### config.mk
export PLATFORM = sky130hd
export DESIGN_NAME = jtag_bus_dr
export DESIGN_NICKNAME = d
export VERILOG_FILES = /design/src/rtl/jtag_bus_dr_pkg.sv /design/src/rtl/jtag_bus_dr_timer.sv /design/src/rtl/jtag_bus_dr.sv
export SDC_FILE = /design/constraint.sdc
export NUM_CORES = 1
export LEC_CHECK = 0
export ABC_AREA = 1
export BUFFER_PORTS_ARGS = -buffer_cell sky130_fd_sc_hd__clkbuf_2
export CORE_ASPECT_RATIO = 0.75
export CORE_MARGIN = 2
export CORE_UTILIZATION = 60
export DETAILED_ROUTE_END_ITERATION = 8
export MAX_ROUTING_LAYER = met4
export PLACE_DENSITY = 0.83
export SYNTH_ARGS = -nofsm -noshare
export SYNTH_HDL_FRONTEND = slang
export SYNTH_SLANG_ARGS = --single-unit
### constraint.sdc
create_clock -name TCK -period 2.7 [get_ports TCK]
set_input_delay 0.405 -clock TCK [delete_from_list [all_inputs] [get_ports TCK]]
set_output_delay 0.405 -clock TCK [all_outputs]
set_load 0.02 [all_outputs]
### src/rtl/jtag_bus_dr_pkg.sv
// jtag_bus_dr_pkg: shared encodings for the JTAG bus data register.
// Frame opcodes, status bit positions inside the captured word, and
// the bus-side state enum.
package jtag_bus_dr_pkg;

  // Opcode carried in the top two bits of an update frame
  typedef enum logic [1:0] {
    OP_NOP     = 2'b00,
    OP_SETADDR = 2'b01,
    OP_READ    = 2'b10,
    OP_WRITE   = 2'b11
  } op_e;

  // Bit positions inside the two-bit status field of the capture word
  localparam int ST_BUSY = 0;
  localparam int ST_ERR  = 1;

  // Bus-side state
  typedef enum logic {
    S_IDLE = 1'b0,
    S_BUSY = 1'b1
  } state_e;

  // READ and WRITE both start a bus cycle; the low opcode bit selects write
  function automatic logic op_is_access(input op_e op);
    return op[1];
  endfunction

endpackage

### src/rtl/jtag_bus_dr_timer.sv
// jtag_bus_dr_timer: watchdog for an unacknowledged bus request.
// Counts cycles while the request is up without an acknowledge and flags
// timeout on the cycle the request has been high for TIMEOUT_CYC cycles.
// An acknowledge on that same cycle suppresses the timeout.
module jtag_bus_dr_timer #(
  parameter int TIMEOUT_CYC = 255
) (
  input  logic clk,
  input  logic rst,
  input  logic req,
  input  logic ack,
  output logic timeout
);

  // Counter holds at most TIMEOUT_CYC-1 before the request is dropped
  localparam int CNT_W = (TIMEOUT_CYC < 2) ? 1 : $clog2(TIMEOUT_CYC);
  localparam logic [CNT_W-1:0] CNT_LAST = CNT_W'(TIMEOUT_CYC - 1);

  logic [CNT_W-1:0] cnt_d;
  logic [CNT_W-1:0] cnt_q;

  // Next count: zero while idle so every new request starts from zero
  always_comb begin
    cnt_d = cnt_q;
    if (!req) begin
      cnt_d = '0;
    end else if (!ack) begin
      cnt_d = cnt_q + CNT_W'(1);
    end else begin
      cnt_d = cnt_q;
    end
  end

  // Counter register
  always_ff @(posedge clk) begin
    if (rst) begin
      cnt_q <= '0;
    end else begin
      cnt_q <= cnt_d;
    end
  end

  assign timeout = req & ~ack & (cnt_q == CNT_LAST);

endmodule

### src/rtl/jtag_bus_dr.sv
// jtag_bus_dr: JTAG user data register that turns scanned frames into
// single-beat REQ/ACK bus reads and writes, all in the TCK domain.
// Frame (LSB shifted first): [DATA_W-1:0] data, then ADDR_W address bits,
// then a two-bit opcode. Capture word: last read data, current address,
// then {ERR, BUSY}. The address register advances by ADDR_INC after every
// acknowledged access.
// Optional: define JTAG_BUS_DR_TIMEOUT_EN to abort requests that stay
// unacknowledged for TIMEOUT_CYC cycles (sets ERR, no address advance).
module jtag_bus_dr
  import jtag_bus_dr_pkg::*;
#(
  parameter int ADDR_W      = 32,
  parameter int DATA_W      = 32,
  parameter int ADDR_INC    = 4,
  parameter int TIMEOUT_CYC = 255
) (
  input  logic              TCK,
  input  logic              RESET,
  input  logic              SEL,
  input  logic              CAPTURE,
  input  logic              SHIFT,
  input  logic              UPDATE,
  input  logic              TDI,
  output logic              TDO,
  output logic              REQ,
  output logic              WE,
  output logic [ADDR_W-1:0] ADDR,
  output logic [DATA_W-1:0] WDATA,
  input  logic [DATA_W-1:0] RDATA,
  input  logic              ACK
);

  localparam int W = 2 + ADDR_W + DATA_W;

  logic [W-1:0]      sr_d,    sr_q;
  logic              req_d,   req_q;
  logic              we_d,    we_q;
  logic [ADDR_W-1:0] addr_d,  addr_q;
  logic [DATA_W-1:0] wdata_d, wdata_q;
  logic [DATA_W-1:0] rdata_d, rdata_q;
  logic              err_d,   err_q;
  state_e            state_d, state_q;

  op_e               op_s;
  logic [ADDR_W-1:0] field_addr_s;
  logic [DATA_W-1:0] field_data_s;
  logic              upd_s;
  logic              cap_s;
  logic              done_s;
  logic              err_evt_s;
  logic              timeout_s;
  logic [1:0]        status_s;

  // Update decodes the frame as it stood before the Update-DR edge
  assign op_s         = op_e'(sr_q[W-1 -: 2]);
  assign field_addr_s = sr_q[DATA_W +: ADDR_W];
  assign field_data_s = sr_q[DATA_W-1:0];
  assign upd_s        = SEL & UPDATE;
  assign cap_s        = SEL & CAPTURE;
  assign done_s       = req_q & ACK;

`ifdef JTAG_BUS_DR_TIMEOUT_EN
  jtag_bus_dr_timer #(
    .TIMEOUT_CYC(TIMEOUT_CYC)
  ) u_timer (
    .clk    (TCK),
    .rst    (RESET),
    .req    (req_q),
    .ack    (ACK),
    .timeout(timeout_s)
  );
`else
  assign timeout_s = 1'b0;
`endif

  // Bus FSM: accept accesses in IDLE, finish on ACK (or timeout) in BUSY
  always_comb begin
    state_d   = state_q;
    req_d     = req_q;
    we_d      = we_q;
    addr_d    = addr_q;
    wdata_d   = wdata_q;
    rdata_d   = rdata_q;
    err_evt_s = 1'b0;
    case (state_q)
      S_IDLE: begin
        if (upd_s) begin
          case (op_s)
            OP_SETADDR: addr_d = field_addr_s;
            OP_READ, OP_WRITE: begin
              req_d   = 1'b1;
              we_d    = op_s[0];
              wdata_d = field_data_s;
              state_d = S_BUSY;
            end
            default: addr_d = addr_q;
          endcase
        end else begin
          state_d = S_IDLE;
        end
      end
      S_BUSY: begin
        // Any real command while an access is outstanding is dropped
        if (upd_s && (op_s != OP_NOP)) begin
          err_evt_s = 1'b1;
        end else begin
          err_evt_s = 1'b0;
        end
        if (done_s) begin
          req_d   = 1'b0;
          state_d = S_IDLE;
          addr_d  = addr_q + ADDR_W'(ADDR_INC);
          if (!we_q) begin
            rdata_d = RDATA;
          end else begin
            rdata_d = rdata_q;
          end
        end else if (timeout_s) begin
          req_d     = 1'b0;
          state_d   = S_IDLE;
          err_evt_s = 1'b1;
        end else begin
          state_d = S_BUSY;
        end
      end
      default: begin
        state_d = S_IDLE;
        req_d   = 1'b0;
      end
    endcase
  end

  // Status field of the capture word, BUSY mirrors the registered request
  always_comb begin
    status_s          = 2'b00;
    status_s[ST_BUSY] = req_q;
    status_s[ST_ERR]  = err_q;
  end

  // Shift register (capture beats shift) and read-to-clear error flag
  always_comb begin
    if (cap_s) begin
      sr_d = {status_s, addr_q, rdata_q};
    end else if (SEL && SHIFT) begin
      sr_d = {TDI, sr_q[W-1:1]};
    end else begin
      sr_d = sr_q;
    end
    if (err_evt_s) begin
      err_d = 1'b1;
    end else if (cap_s) begin
      err_d = 1'b0;
    end else begin
      err_d = err_q;
    end
  end

  // State registers, reset overrides any access in flight
  always_ff @(posedge TCK) begin
    if (RESET) begin
      sr_q    <= '0;
      req_q   <= 1'b0;
      we_q    <= 1'b0;
      addr_q  <= '0;
      wdata_q <= '0;
      rdata_q <= '0;
      err_q   <= 1'b0;
      state_q <= S_IDLE;
    end else begin
      sr_q    <= sr_d;
      req_q   <= req_d;
      we_q    <= we_d;
      addr_q  <= addr_d;
      wdata_q <= wdata_d;
      rdata_q <= rdata_d;
      err_q   <= err_d;
      state_q <= state_d;
    end
  end

  assign TDO   = sr_q[0];
  assign REQ   = req_q;
  assign WE    = we_q;
  assign ADDR  = addr_q;
  assign WDATA = wdata_q;

endmodule

* Yosys cells after proc, flatten, opt, wreduce, memory -nomap -nowiden *
Cells that the tools add are included.

word-level totals
  input bits = 40
  logic and storage cells = 49
  flip-flop bits (word level) = 166

operators by class
  reduce and logical (&&, ||, !) cells = 10
  eq/ne operators = 7
  mux-type cells = 18
  bitwise operators = 5
  $add $sub $neg = 1

operators by type and width
  cell                   number
  $mux 66                2
  $mux 32                3
  $pmux 32 s2            1
  $add 32x3->32 const B  1
  $reduce_and 3->1       4
  $mux 1                 10
  $ne 2x1->1 const B     3
  $reduce_bool 2->1      3
  $eq 2x2->1 const B     2
  $pmux 1 s2             2
  $and 1x1->1            3
  $eq 2x1->1 const B     1
  $logic_and 1x1->1      2
  $ne 2x2->1 const B     1
  $not 1->1              2
  $reduce_or 2->1        1

* Logic depth before layout (Yosys ltp) *
  word-level depth = 5
  gate-level depth with buffers = 11
  gate-level depth less buffers = 11

* Worst setup path after synthesis *
Ideal clock, no wire load.

  path kind = flip-flop to flip-flop
  from = reg addr_q[3] (netlist: ADDR[3])
  to = reg addr_q[26] (netlist: ADDR[26])
  clock period less this slack = 1604 ps
  data arrival time = 1472 ps
  path slack = 1096 ps
  path buffers = 0
  cell stages (with the launch flop) = 11
  data required time = 2568 ps
  path through = dfxtp_1 -> ha_1 -> nand2_1 -> nor2_4 -> nand2_1 -> nor2_4 -> nand2_1 -> nand2_1 -> nand3_1 -> nand2_1 -> a21oi_1

between the ends
  cells in the longest elaborated chain, start to end = 3

RTL lines
  item                    RTL line            text
  from (decl)             jtag_bus_dr.sv:38   logic [ADDR_W-1:0] addr_d, addr_q;
  from (signal assigned)  jtag_bus_dr.sv:173  addr_q <= addr_d;
  $add 32x3->32           jtag_bus_dr.sv:112  addr_d = addr_q + ADDR_W'(ADDR_INC);
  $mux 32                 jtag_bus_dr.sv:109  if (done_s) begin
  $pmux 32 s2             jtag_bus_dr.sv:85   case (state_q)

Every way passes these cells. The select of a mux whose other input is x is not followed.
A chain may end at the register's enable or synchronous reset.

* Final worst setup path *
  from = reg addr_q[7] (netlist: ADDR[7])
  to = reg addr_q[25] (netlist: ADDR[25])

Same word-level chain as after synthesis.

==> impl_metrics.yaml <==
global_routing:
  antenna_found_initial: 0
  grt_pass1_wl_um: 34900
  overflow: 0
  grt_pass1_vias: 7145
  grt_max_degree: 50
  grtUsageTotal: 0.323
logic_synthesis:
  avgSynthCellArea_um2: 6.88
  syn_nets: 1185
  ys_seq_area_frac: 0.423
  ys_warn_count: 0
  synth_seq_cells: 166
  synth_cells: 1144
  syn-cell-area_um2: 7870
  yosysUniqueCellTypes: 36
worst_setup_path:
  path_class: "flop to flop"
  cpMostUsedCell: "nand2_1"
  worstPathMaxFanout: 6
  arrival_ns: 2.20
  critPathCaptureType: "flop"
  crit_path_max_incr_delay_ns: 0.49
  critPathRequiredTime_ns: 3.01
  cpMaxStageDelayCell: "dfxtp_1"
  crit_family: "simple AND/OR/NAND/NOR gates"
  cp_cell_sequence: "nand2_1 > nor2_1 > nand2_1 > nor2_1 > nand2_1 > nand2_1 > nand3_1 > nand2_1 > a21oi_1"
  startpoint_type: "flop"
  critPathBufInv: 0
sta:
  drv_slew: 0
  hold_viol: 0
  setup_viol: 0
  tns_ns: 0
  fin_worst_skew_ns: 0.0124
  fin_ws_ns: 0.815
  timing.fmax_mhz: 531
  period_share: 0.698
  worst_pin_slew_ns: 0.774
  max-slew-margin-rel: 0.483
  fin_crit_ns: 1.88
  rsz0062_at_grt: "false"
place:
  preCtsSetupSlack_ns: 0.596
  io_buffers: 106
  dpl.hpwl_um: 13400
  gp_congestion: 0.959
clocking:
  cts_tree: "done"
  clock_sinks: 166
  cts.repair.resized: 0
  root_buffer: "clkbuf_16"
  cts_buffers: 17
  postCtsSetupRepairBufs: 0
  cts.clk_slew.worst_paths_ns: 0.07
  holdBufCountCts: 0
  cts.path.max_buffers: 2
  clk_latency_ns: 0.44
  htree_levels: 4
die:
  die-area_um2: 14000
  core_um2: 12900
  dieWidth_um: 136
  ioPinCount: 107
  start_util: 0.611
  die_height_um: 103
  row_count: 36
layout:
  seq_area_um2: 3320
  area.growth.synth_to_final_pct: 14.6
  fillers: 1117
  num-nets-final: 1255
  drive_gt1_frac: 0.150
  antenna_cells: 0
  multi_input_area_um2: 3610
drt:
  wirelength_um: 21400
  vias_per_cell: 5.67
  vias: 7927
  wl_per_cell_um: 15.3
  first_pass_iters: 5
  drc_errors: 0
  drtIter0Drc: 632
  final_antenna_net_count: 0
run:
  drv_cap: 0
power_and_ir_drop:
  p_leak_uw: 0.00381
  ir_worst_vdd_mv: 0.496
  power_density_nw_per_um2: 563
status:
  status: "completed"
min_path:
  hold_class: "primary input to flop"
==> stage by stage <==
stage               hold WS (ns)  power, uW  instances  instance area (um^2)   util
floorplan                  0.429       2650       1144                  7870      -
global placement           0.442       2740       1366                  8430  0.655
detailed placement         0.447       2740       1366                  8430  0.655
CTS                        0.195       5070       1398                  9010  0.699
global route               0.194       5230       1398                  9010  0.699
finish                     0.194       5070       1398                  9010  0.699
==> routing by layer <==
metal / global-route usage / part of all wire / vias up / wire length [um]
li1: - / - / 3881 / -
met1: 0.427 / 0.44 / 3606 / 9510
met2: 0.492 / 0.45 / 389 / 9580
met3: 0.0644 / 0.088 / 51 / 1890
met4: 0.123 / 0.022 / 0 / 475
met5: - / 0 / - / 0
==> cells in the mapped netlist (all sizes together) <==
cell / number / area, um^2
o22ai: 6 / 37.5
nor3b: 1 / 7.51
clkbuf: 32 / 123
dfxtp: 166 / 3320
nor2: 135 / 573
o31ai: 1 / 7.51
and2: 2 / 12.5
nand3: 169 / 846
nand2: 209 / 800
o221ai: 23 / 201
o211ai: 26 / 195
a31oi: 1 / 6.26
inv: 153 / 582
clkinv: 1 / 3.75
o311ai: 1 / 8.76
o21ai: 95 / 475
a21oi: 72 / 360
buf: 42 / 224
nor3: 6 / 51.3
a22oi: 1 / 7.51
ha: 1 / 12.5
a211oi: 1 / 7.51
==> cells in the final DEF, fill, tap and decap left out, drive strengths merged, types with 19 or more instances in the layout <==
cell	count
a21oi	72
clkbuf	123
nor2	135
buf	19
inv	163
nand3	169
o221ai	23
o21ai	95
nand2	209
dfxtp	166
o211ai	26
==> registers in the layout (all words and copies together), names as in the netlist <==
register	flops
ADDR	32
REQ	1
rdata_q	32
state_q	1
sr_q	66
WDATA	32
err_q	1
WE	1
==> area by class of cell <==
type                            instances  share of cell area
Clock inverter                         15              0.0168
Clock buffer                           17              0.0472
Inverter                              154              0.0651
Multi-Input combinational cell        750               0.401
Sequential cell                       166               0.369
Tap cell                              171              0.0237
Timing Repair Buffer                  125              0.0775
==> cells by family (layout without fill, tap and decap cells) <==
group | count (synthesis) | in the layout | share of synthesized area
flops | 166 | 166 | 0.423
fa+ha+maj | 1 | 1 | 0.00159
buf+inv | 228 | 311 | 0.119
simple gates | 522 | 522 | 0.291
compound gates | 227 | 227 | 0.166
==> worst min-delay path: cells and delay by family <==
family / cells / cell delay [ns]
AND/OR/NAND/NOR: 2 / 0.11
buffers and inverters: 1 / 0.07
==> where the power goes <==
| group | internal [uW] | switching [uW] |
|---|---|---|
| registers | 2450 | 5.05 |
| clock network | 1240 | 1150 |
| logic | 58.7 | 170 |
| total | 3750 | 1320 |
==> path summary, 6_finish.rpt <==
check,start,to,slack [ns],cells past startpoint
max,ADDR[7],ADDR[25],0.82,9
max reg2reg,ADDR[7],ADDR[25],0.82,9
min reg2reg,rdata_q[31],rdata_q[31],0.46,2
min,RDATA[10],rdata_q[10],0.19,3
Note: power is estimated with default switching activity, not from simulation.
